### src/rtl/spi_mem_loader_pkg.sv
// Shared sizing for the parameter memory and the loader's state encoding.
package spi_mem_loader_pkg;
  localparam int DEPTH  = 164;
  localparam int WIDTH  = 8;
  localparam int ADDR_W = 8;

  localparam logic [1:0] IDLE  = 2'd0;
  localparam logic [1:0] SHIFT = 2'd1;
  localparam logic [1:0] WRITE = 2'd2;
  localparam logic [1:0] FULL  = 2'd3;
endpackage

### src/rtl/spi_mem_loader_sync_2ff.sv
// Two-flop synchroniser with a selectable reset value.
module sync_2ff #(
  parameter logic RST_VAL = 1'b0
) (
  input  logic clk,
  input  logic reset,
  input  logic d,
  output logic q
);
  logic meta;

  always_ff @(posedge clk or posedge reset) begin
    if (reset) begin
      meta <= RST_VAL;
      q    <= RST_VAL;
    end else begin
      meta <= d;
      q    <= meta;
    end
  end
endmodule

### src/rtl/spi_mem_loader.sv
// SPI mode-0 slave that streams bytes into the parameter memory from address 0
// on every chip-select frame, flagging completion and overflow.
module spi_mem_loader
  import spi_mem_loader_pkg::*;
(
  input  logic              clk,
  input  logic              reset,
  input  logic              sclk,
  input  logic              cs_n,
  input  logic              mosi,
  output logic [ADDR_W-1:0] mem_addr,
  output logic [WIDTH-1:0]  mem_data,
  output logic              mem_we,
  output logic              load_done,
  output logic              overflow
);
  logic s_sclk, s_cs_n, s_mosi;
  logic sclk_d, cs_d;
  logic sclk_rise, cs_fall, cs_rise;
  logic [1:0]        state;
  logic [ADDR_W-1:0] ptr;
  logic [2:0]        bit_cnt;
  logic [WIDTH-1:0]  shift;
  logic [WIDTH-1:0]  byte_next;

  sync_2ff #(.RST_VAL(1'b0)) u_sync_sclk (.clk(clk), .reset(reset), .d(sclk), .q(s_sclk));
  sync_2ff #(.RST_VAL(1'b1)) u_sync_cs   (.clk(clk), .reset(reset), .d(cs_n), .q(s_cs_n));
  sync_2ff #(.RST_VAL(1'b0)) u_sync_mosi (.clk(clk), .reset(reset), .d(mosi), .q(s_mosi));

  always_ff @(posedge clk or posedge reset) begin
    if (reset) begin
      sclk_d <= 1'b0;
      cs_d   <= 1'b1;
    end else begin
      sclk_d <= s_sclk;
      cs_d   <= s_cs_n;
    end
  end

  assign sclk_rise = s_sclk & ~sclk_d;
  assign cs_fall   = ~s_cs_n & cs_d;
  assign cs_rise   = s_cs_n & ~cs_d;
  assign byte_next = {shift[WIDTH-2:0], s_mosi};

  // mem_we is registered on entry to WRITE so it is high exactly while in WRITE.
  always_ff @(posedge clk or posedge reset) begin
    if (reset) begin
      state     <= IDLE;
      ptr       <= '0;
      bit_cnt   <= '0;
      shift     <= '0;
      mem_addr  <= '0;
      mem_data  <= '0;
      mem_we    <= 1'b0;
      load_done <= 1'b0;
      overflow  <= 1'b0;
    end else begin
      mem_we <= 1'b0;
      case (state)
        IDLE: if (cs_fall) begin
          state     <= SHIFT;
          ptr       <= '0;
          bit_cnt   <= '0;
          load_done <= 1'b0;
          overflow  <= 1'b0;
        end
        SHIFT: begin
          if (cs_rise) begin
            state   <= IDLE;
            bit_cnt <= '0;
          end else if (sclk_rise) begin
            shift   <= byte_next;
            bit_cnt <= bit_cnt + 3'd1;
            if (bit_cnt == 3'd7) begin
              state    <= WRITE;
              mem_we   <= 1'b1;
              mem_addr <= ptr;
              mem_data <= byte_next;
            end
          end
        end
        WRITE: begin
          ptr     <= ptr + 1'b1;
          bit_cnt <= '0;
          if (ptr == ADDR_W'(DEPTH - 1)) begin
            load_done <= 1'b1;
            state     <= cs_rise ? IDLE : FULL;
          end else begin
            state <= cs_rise ? IDLE : SHIFT;
          end
        end
        default: begin
          // Memory is full: keep framing bytes so extra ones can be reported.
          if (cs_rise) begin
            state   <= IDLE;
            bit_cnt <= '0;
          end else if (sclk_rise) begin
            shift   <= byte_next;
            bit_cnt <= bit_cnt + 3'd1;
            if (bit_cnt == 3'd7) overflow <= 1'b1;
          end
        end
      endcase
    end
  end
endmodule

### config.mk
export PLATFORM = sky130hd
export DESIGN_NAME = spi_mem_loader
export DESIGN_NICKNAME = d
export VERILOG_FILES = /design/src/rtl/spi_mem_loader_pkg.sv /design/src/rtl/spi_mem_loader_sync_2ff.sv /design/src/rtl/spi_mem_loader.sv
export SDC_FILE = /design/constraint.sdc
export NUM_CORES = 1
export LEC_CHECK = 0
export ABC_AREA = 1
export BUFFER_PORTS_ARGS = -buffer_cell sky130_fd_sc_hd__buf_2
export CAP_MARGIN = 15
export CORE_MARGIN = 1
export CORE_UTILIZATION = 51
export DETAILED_ROUTE_END_ITERATION = 8
export GPL_ROUTABILITY_DRIVEN = 0
export PLACE_DENSITY_LB_ADDON = 0.25
export SETUP_SLACK_MARGIN = 0.3
export SLEW_MARGIN = 10
export SYNTH_ARGS = -nofsm -noshare
export SYNTH_HDL_FRONTEND = slang
export SYNTH_SLANG_ARGS = --single-unit
### constraint.sdc
create_clock -name clk -period 1.4 [get_ports clk]
set_input_delay 0.35 -clock clk [delete_from_list [all_inputs] [get_ports clk]]
set_output_delay 0.35 -clock clk [all_outputs]
set_load 0.02 [all_outputs]
==> results of run 1 <==
[per-layer routing]
layer  wire length [um]  track usage  vias to the layer above
met5                  0            0                        -
met3                108      0.05172                       10
met1               1986       0.2618                      859
met2               2681       0.3878                       27
met4                103      0.07181                        0
li1                   -            -                      857
[cell type report]
cell class                 instances  area, um2
clock buffer                       5      68.82
sequential                        47       1180
multi-input combinational        146      979.7
fill                             247      973.4
timing repair buffer              59      568.0
clock inverter                     3      18.77
timing repair inverter             1      8.758
inverter                          33      140.1
tap                               50      62.56
[through the flow]
| step | area (um2) | util | std cells | setup slack (ns) |
|---|---|---|---|---|
| 5_1_grt | 3027 | 0.7566 | 344 | -0.1566 |
| 4_1_cts | 2769 | 0.6922 | 327 | -0.06945 |
| 3_3_place_gp | 2419 | 0.6046 | 309 | 0.004497 |
| 2_1_floorplan | 2182 | - | 229 | 0.02057 |
| 6_report | 3027 | 0.7566 | 344 | -0.06952 |
| 3_5_place_dp | 2419 | 0.6046 | 309 | -0.05796 |
[critical path, cell delays in order, from the launching register on]
cell and delay [ns]:
dfrtp_1 0.43, inv_2 0.13, ha_4 0.19, nor2_4 0.06, buf_4 0.13, nand3_1 0.07
nand2_1 0.06, nor2_2 0.13, inv_1 0.07, nand2_1 0.05, nand2_1 0.05
[report_power, final]
group / switching (mW) / internal, mW / leakage (nW)
Combinational: 1.05 / 0.756 / 0.846
Clock: 0.473 / 0.352 / 0.0483
Sequential: 0.131 / 1.53 / 0.620
Total: 1.65 / 2.64 / 1.51
[sequential cells by signal (all words and copies together) (netlist names), 2 cells and up]
register	flops
mem_data	8
state	2
ptr	8
shift	7
bit_cnt	3
mem_addr	8
[worst max-delay path by stage]
stage	start	to	slack, ns
after global routing	state[0]	state[1]	-0.16
after global placement	bit_cnt[0]	mem_data[0]	0.004
after detailed placement	bit_cnt[1]	mem_data[0]	-0.06
after CTS	bit_cnt[1]	mem_data[0]	-0.07
final	state[0]	state[1]	-0.07
after floorplan	bit_cnt[0]	mem_addr[2]	0.02
[repair_timing]
| item | CTS | global route |
|---|---|---|
| pin swaps | 6 | 9 |
| endpoints found under the hold margin | 8 | 0 |
| hold buffers | 1 | 0 |
| setup buffers | 9 | 14 |
| setup endpoints to repair | 58 | 58 |
| gates cloned | 0 | 3 |
| resized for setup | 62 | 27 |
[placed cells by master, fill, tap and decap left out, types with 2 or more instances in the layout]
master / count
nand2_4: 2
nand3_4: 3
nand2_8: 2
a21oi_2: 11
o21ai_2: 5
ha_1: 3
nor2_4: 5
ha_4: 3
inv_1: 25
buf_12: 2
inv_6: 2
nand3_1: 10
nand4_1: 4
nand2_1: 42
o21ai_1: 10
clkinv_2: 2
buf_2: 4
dfstp_2: 3
nand2_2: 11
buf_6: 24
dfrtp_1: 44
a21oi_1: 6
inv_2: 6
clkbuf_8: 5
nor2_2: 7
buf_4: 27
nor2_1: 16
[kinds of logic (layout without fill, tap and decap cells)]
logic type | count (synthesis) | after routing | synth area share
AO/OA/AOI/OAI | 35 | 35 | 0.09038
adder cells (fa/ha/maj) | 7 | 7 | 0.04134
buffers and inverters | 37 | 101 | 0.08269
flip-flops | 47 | 47 | 0.5570
AND/OR/NAND/NOR | 103 | 104 | 0.2286
==> results.yml, run 1 <==
power_and_ir_drop:
  p_total_mw: 4.293
  power_leakage_nw: 1.514
  power.density_mw_per_mm2: 1418
  irDropWorstVdd_mv: 1.023
sta:
  timing.hold.ws_ns: 0.1400
  worstMarginPinSlew_ns: 0.3187
  hold_violations: 0
  finClkSkew_ns: 0.008766
  min_period_ns: 1.470
  fin_setup_tns_ns: -0.8117
  rsz0062_at_grt: "yes"
  final.period_utilization: 1.050
  fmax_mhz: 680.5
  relSlewSlack: 0.7857
  maxSlewViolCount: 0
  setup_viol: 24
  fin_ws_ns: -0.06952
logic_synthesis:
  syn_avg_cell_area_um2: 9.250
  synth.most_common_cell: "nand2_1"
  yosys-top-cells-count: "52 x nand2_1, 44 x dfrtp_1, 32 x inv_1"
  ys_warn_count: 0
  yosysTopAreaCell: "dfrtp_1"
  synth_cell_types: 21
  synth_cells: 229
  ys_seq_area_frac: 0.5570
  synth-main-ff-cell: "dfrtp_1"
  syn-cell-area_mm2: 0.002118
  async_flop_share: 1.000
  yosys.area.top_type_share: 0.5198
  ys_ff_latch: 47
  syn-num-nets: 241
  ys_top_cells_by_area: "dfrtp_1 52%, nand2_1 9.2%, inv_1 5.7%, nor2_1 4.6%, ha_1 4.1%"
  synth_edf_count: 0
cts:
  cts_tree: "done"
  cts-root-buf: "clkbuf_8"
  numClockSinks: 47
  cts_made_buffers: 5
  clkLatencyLatePin_ns: 0.31
  clk_pin_slew_ns: 0.09
  h-tree-depth: 2
  clk_path_buf_depth: 2
floorplanning:
  core_mm2: 0.004000
  num_io_pins: 24
  die_height_um: 66.45
  start_util: 0.5296
  rows: 23
  dieArea_mm2: 0.004415
  dieWidth_um: 66.45
placed_design:
  port_buffers: 23
  dpl.hpwl_mm: 2.803
setup_path:
  reg2reg_to: "state[1]"
  start_kind: "register"
  rr_startpoint: "state[0]"
  worstPathRequired_ns: 1.60
  ff2ff_path_depth: 10
  cp-end-kind: "register"
  crit_path_max_fanout: 5
  cp_data_arrival_time_ns: 1.67
  ff2ff_setup_slack_ns: -0.07
  worstSetupPathType: "reg2reg"
cells_and_area:
  antenna_cells: 0
  drive_above_1_share: 0.4456
  final_nets: 305
  area_growth_pct: 42.88
min_path:
  whs_path_depth: 1
  hp-start: "cs_n"
  hp-class: "in2reg"
  min_to: "u_sync_cs.meta"
global_route:
  grt_use_total: 0.2198
  grt_pass1_vias: 1604
  grt_overflow_total: 0
  grt_pass1_wl_mm: 7.051
  grt_antenna_before_repair: 0
  grt_max_degree: 29
drt:
  ant_nets: 0
  avgViaCountPerCell: 5.096
  wire_per_inst_um: 14.19
  drt-pass1-iter-count: 4
  drt-total-wl_mm: 4.880
  num_vias: 1753
  drtIter0Drc: 102
  drc: 0
run:
  max_cap_violations: 0
run_status:
  status: "finished with violations"
  violations: "negative setup slack"
No activity file was read; power rests on OpenSTA's default activity.
==> run 2: changes to the inputs <==
- ABC_CLOCK_PERIOD_IN_PS: default -> 1400
- MAX_ROUTING_LAYER: default -> met4
- PLACE_DENSITY_LB_ADDON: 0.25 -> 0.12
==> results.yml, run 2 (same netlist as run 1, synthesis figures left out) <==
sta:
  worstMarginPinSlew_ns: 0.3225
  fin_setup_tns_ns: -0.6308
  hold_violations: 0
  rsz0062_at_grt: "yes"
  fin_ws_ns: -0.05463
  min_period_ns: 1.455
  timing.hold.ws_ns: 0.007191
  setup_viol: 18
  relSlewSlack: 0.7846
  final.period_utilization: 1.039
  finClkSkew_ns: 0.004831
  fmax_mhz: 687.5
  maxSlewViolCount: 0
global_route:
  grt_use_total: 0.2292
  grt_antenna_before_repair: 0
  grt_pass1_wl_mm: 7.272
  grt_max_degree: 36
  grt_overflow_total: 0
  grt_pass1_vias: 1625
setup_path:
  start_kind: "register"
  path_cells: "ha_2 -> ha_4 -> inv_2 -> nor2_4 -> nand2_4 -> nor2_8 -> buf_12 -> clkbuf_16 -> nand2_2 -> nand2_1"
  cp-end-kind: "register"
  critPathBufInv: 3
  worstPathRequired_ns: 1.64
  critPathTopFamily: "simple AND/OR/NAND/NOR gates"
  cp_data_arrival_time_ns: 1.70
  crit_path_max_fanout: 5
  slowest_stage: "dfrtp_1"
  worstSetupPathType: "reg2reg"
  crit_path_max_incr_delay_ns: 0.36
drt:
  drc: 0
  drt-pass1-iter-count: 4
  drt-total-wl_mm: 4.553
  num_vias: 1670
  wire_per_inst_um: 13.71
  ant_nets: 0
  drtIter0Drc: 129
  avgViaCountPerCell: 5.030
cells_and_area:
  final_nets: 293
  top_regs: "mem_addr x8, mem_data x8, ptr x8"
  drive_above_1_share: 0.4326
  final_cell_mix: "44 x nand2_1, 44 x dfrtp_1, 25 x inv_1"
  area_growth_pct: 41.23
  antenna_cells: 0
  fill_cells: 253
cts:
  clk_path_buf_depth: 2
  clk_pin_slew_ns: 0.09
  holdBufCountCts: 0
  cts_made_buffers: 5
  cts-root-buf: "clkbuf_8"
  h-tree-depth: 2
  clkLatencyLatePin_ns: 0.30
  cts_tree: "done"
  numClockSinks: 47
floorplanning:
  core_mm2: 0.004000
  die_height_um: 66.45
  start_util: 0.5296
  dieArea_mm2: 0.004415
  dieWidth_um: 66.45
  rows: 23
  num_io_pins: 24
power_and_ir_drop:
  power_leakage_nw: 1.475
  p_total_mw: 4.155
  irDropWorstVdd_mv: 1.154
  power.density_mw_per_mm2: 1389
run_status:
  violations: "negative setup slack"
  status: "finished with violations"
placed_design:
  port_buffers: 23
  dpl.hpwl_mm: 2.756
min_path:
  hp-class: "in2async"
run:
  max_cap_violations: 0
[run 2: path summary, 6_finish.rpt]
check,from,to,slack (ns),depth (start not counted)
max,bit_cnt[1],mem_data[3],-0.05,10
min,reset,state[0],0.007,2
max reg2reg,bit_cnt[1],mem_data[3],-0.05,10
min reg2reg,u_sync_sclk.meta,u_sync_sclk.q,0.35,0
max in group asynchronous,reset,bit_cnt[2],0.93,3
min in group clk,cs_n,u_sync_cs.meta,0.14,1
[run 2: layout make-up]
cell class,count,area [um2],area share
multi-input cells,145,984.7,0.3292
repair inverters,1,11.26,0.003764
repair buffers,48,516.7,0.1727
flip-flops and latches,47,1180,0.3944
well taps,50,62.56,0.02091
inverters,33,137.6,0.04601
clock inverters,2,16.27,0.005437
clock buffers,6,82.58,0.02760
[run 2: through the flow]
step	instance area, um2	setup WS (ns)	utilization	std cells
floorplan	2182	0.02057	-	229
global placement	2411	0.01361	0.6028	308
detailed placement	2411	-0.04471	0.6028	308
CTS	2809	-0.05179	0.7022	326
global route	2992	-0.1310	0.7479	332
finish	2992	-0.05463	0.7479	332
[run 2: timing repair]
action                     CTS  global route
setup buffers                8             5
pin swaps                    8            13
setup endpoints to repair   58            58
resized for setup           63            31
gates cloned                 2             1
[run 2: worst reg2reg max path, stage by stage (launching register included)]
cell and delay, ns:
dfrtp_1 0.36, ha_2 0.19, ha_4 0.12, inv_2 0.03, nor2_4 0.11, nand2_4 0.08
nor2_8 0.13, buf_12 0.13, clkbuf_16 0.14, nand2_2 0.04, nand2_1 0.05
[run 2: layer usage]
layer,up-vias,part of all wire,track usage
li1,828,-,-
met1,801,0.45,0.2860
met2,34,0.51,0.3788
met3,7,0.027,0.03621
met4,0,0.013,0.07979
met5,-,0,-
[run 2: report_power, final]
group | switching [mW] | total, mW | internal, mW
Sequential | 0.121 | 1.65 | 1.53
Clock | 0.471 | 0.874 | 0.404
Combinational | 0.987 | 1.63 | 0.643
Total | 1.58 | 4.15 | 2.58
==> run 3: changes to the inputs <==
- ABC_CLOCK_PERIOD_IN_PS: 1400 -> 1800
- CORE_UTILIZATION: 51 -> 60
- SYNTH_HIERARCHICAL: default -> 1
- TNS_END_PERCENT: default -> 20
- clock period: 1.4 -> 1.8 ns (I/O delays scaled with it)
==> results.yml, run 3 <==
sta:
  rsz0062_at_grt: "yes"
  hold_violations: 0
  timing.hold.ws_ns: 0.1855
  min_period_ns: 1.447
  worstMarginPinSlew_ns: 0.5085
  fin_setup_tns_ns: 0
  relSlewSlack: 0.6606
  final.period_utilization: 0.8036
  finClkSkew_ns: 0.02458
  maxSlewViolCount: 0
  fmax_mhz: 691.3
  fin_ws_ns: 0.3534
  setup_viol: 0
cells_and_area:
  finalCoreUtilization: 0.7459
  drive_above_1_share: 0.2372
  fill_cells: 274
  fin_cells: 320
  final_cell_mix: "53 x nand2_1, 44 x dfrtp_1, 33 x inv_1"
  regArea_mm2: 0.001180
  top_regs: "mem_addr x8, mem_data x8, ptr x8"
  final_common_cell: "nand2_1"
  final_nets: 285
  antenna_cells: 0
  multi_input_area_um2: 829.5
  area_growth_pct: 18.57
min_path:
  hp-start: "cs_n"
  hp-class: "in2reg"
  whs_path_depth: 1
  min_to: "u_sync_cs/meta"
logic_synthesis:
  synth_edf_count: 0
  yosys-top-cells-count: "54 x nand2_1, 44 x dfrtp_1, 34 x inv_1"
  syn-num-nets: 247
  synth_cell_types: 23
  synth-main-ff-cell: "dfrtp_1"
  synth_cells: 235
  ys_seq_area_frac: 0.5577
  syn_avg_cell_area_um2: 9.003
  syn-cell-area_mm2: 0.002116
  ys_ff_latch: 47
  async_flop_share: 1.000
  ys_top_cells_by_area: "dfrtp_1 52%, nand2_1 9.6%, inv_1 6.0%, ha_1 4.1%, nor2_1 4.1%"
  synth.most_common_cell: "nand2_1"
  yosys.area.top_type_share: 0.5204
  yosysTopAreaCell: "dfrtp_1"
  ys_warn_count: 6
floorplanning:
  num_io_pins: 24
  start_util: 0.6291
  core_mm2: 0.003363
  dieArea_mm2: 0.003768
  rows: 21
  die_height_um: 61.38
  dieWidth_um: 61.38
cts:
  cts-root-buf: "clkbuf_4"
  clk_path_buf_depth: 2
  h-tree-depth: 2
  clk_pin_slew_ns: 0.15
  clkLatencyLatePin_ns: 0.37
  numClockSinks: 47
  cts_tree: "done"
  cts_made_buffers: 5
drt:
  drc: 0
  num_vias: 1615
  routedLengthMet1_mm: 1.871
  dr_wl_met3_um: 93
  wl_met2_mm: 2.051
  ant_nets: 0
  top_layer_used: "met4"
  wire_per_inst_um: 12.71
  drt-pass1-iter-count: 4
  drt-total-wl_mm: 4.068
  drtIter0Drc: 104
  avgViaCountPerCell: 5.047
setup_path:
  worstSetupPathType: "reg2reg"
  worstPathRequired_ns: 2.08
  critPathBufInv: 1
  start_kind: "register"
  slowest_stage: "dfrtp_1"
  cp_data_arrival_time_ns: 1.73
  ff2ff_path_depth: 6
  path_cells: "ha_1 -> ha_1 -> nand2_4 -> nor2_4 -> buf_12 -> a21oi_1"
  crit_path_max_fanout: 12
  crit_path_max_incr_delay_ns: 0.42
  cp-end-kind: "register"
  reg2reg_to: "mem_data[6]"
  path_common_cell: "ha_1"
  critPathTopFamily: "adder cells"
  rr_startpoint: "bit_cnt[0]"
  ff2ff_setup_slack_ns: 0.35
power_and_ir_drop:
  p_int_mw: 1.763
  swShare: 0.3639
  power.density_mw_per_mm2: 1105
  pwr-share-seq: 0.452
  power_leakage_nw: 1.379
  power_frac_comb: 0.356
  irDropWorstVdd_mv: 0.6778
  power.switching_mw: 1.008
  pwr-share-clk: 0.192
run_status:
  status: "finished, final reports clean"
placed_design:
  dpl.hpwl_mm: 2.628
  dp.cells: 303
  place_ws_ns: 0.2472
  port_buffers: 23
global_route:
  grt_pass1_vias: 1416
  grt_max_degree: 31
  grt_antenna_before_repair: 0
  grt_overflow_total: 0
  grt_use_total: 0.2405
  grt_pass1_wl_mm: 6.134
run:
  max_cap_violations: 0
run 3: cell types whose count changed in the layout (fill, tap and decap cells not counted), moves of 10 or more:
| cell | change |
|---|---|
| buf_6 | -20 |
| buf_2 | +19 |
| buf_4 | -11 |
| o21ai_0 | +12 |
| a21oi_2 | -12 |
| a21oi_1 | +10 |
run 3: area by class of cell:
| cell class | count | area share |
|---|---|---|
| flip-flops and latches | 47 | 0.4703 |
| multi-input cells | 149 | 0.3307 |
| repair buffers | 34 | 0.09626 |
| inverters | 36 | 0.05387 |
| well taps | 46 | 0.02294 |
| clock buffers | 6 | 0.02045 |
| clock inverters | 2 | 0.005486 |
run 3: repair_timing:
item,4_1_cts,5_1_grt
resized for setup,1,11
hold buffers,1,0
setup buffers,0,7
cloned,1,0
setup endpoints to repair,27,37
pin swaps,0,4
endpoints found under the hold margin,4,0
run 3: cells by family (layout without fill, tap and decap cells):
kind of cell,Yosys count,in the layout,share of synthesized area
adder cells (fa/ha/maj),7,7,0.04139
AO/OA/AOI/OAI,37,37,0.09699
buffers and inverters,40,78,0.08042
flip-flops,47,47,0.5577
AND/OR/NAND/NOR,104,105,0.2235
run 3: per-stage QoR:
step / instance area (um2) / power [mW]
global placement: 2288 / 1.995
finish: 2509 / 2.772
detailed placement: 2288 / 2.001
global route: 2509 / 2.954
floorplan: 2116 / 1.844
CTS: 2380 / 2.554
run 3: power by group through the flow:
stage	Sequential, mW	Combinational [mW]	Clock [mW]
after floorplan	1.25	0.589	0
after global placement	1.27	0.725	0
after detailed placement	1.28	0.726	0
after CTS	1.26	0.747	0.551
after global routing	1.27	1.10	0.585
final	1.25	0.988	0.531
run 3: layer usage:
layer  up-vias  global-route usage
li1        818                   -
met1       768              0.2907
met2        22              0.3913
met3         7             0.06092
met4         0             0.08889
met5         -                   -
run 3: worst reg2reg max path, cell delays in order, from the launching register on:
cell     delay, ns
dfrtp_1       0.42
ha_1          0.20
ha_1          0.22
nand2_4       0.17
nor2_4        0.07
buf_12        0.14
a21oi_1       0.14
run 3: worst max path at each step:
| stage | start | to | slack, ns | cells past startpoint |
|---|---|---|---|---|
| finish | bit_cnt[0] | mem_data[6] | 0.35 | 6 |
| global route | state[0] | state[0] | 0.23 | 9 |
| CTS | bit_cnt[0] | mem_data[6] | 0.24 | 5 |
| detailed placement | state[1] | mem_addr[6] | 0.25 | 6 |
| global placement | state[1] | mem_data[7] | 0.28 | 6 |
| floorplan | state[0] | shift[4] | 0.36 | 8 |
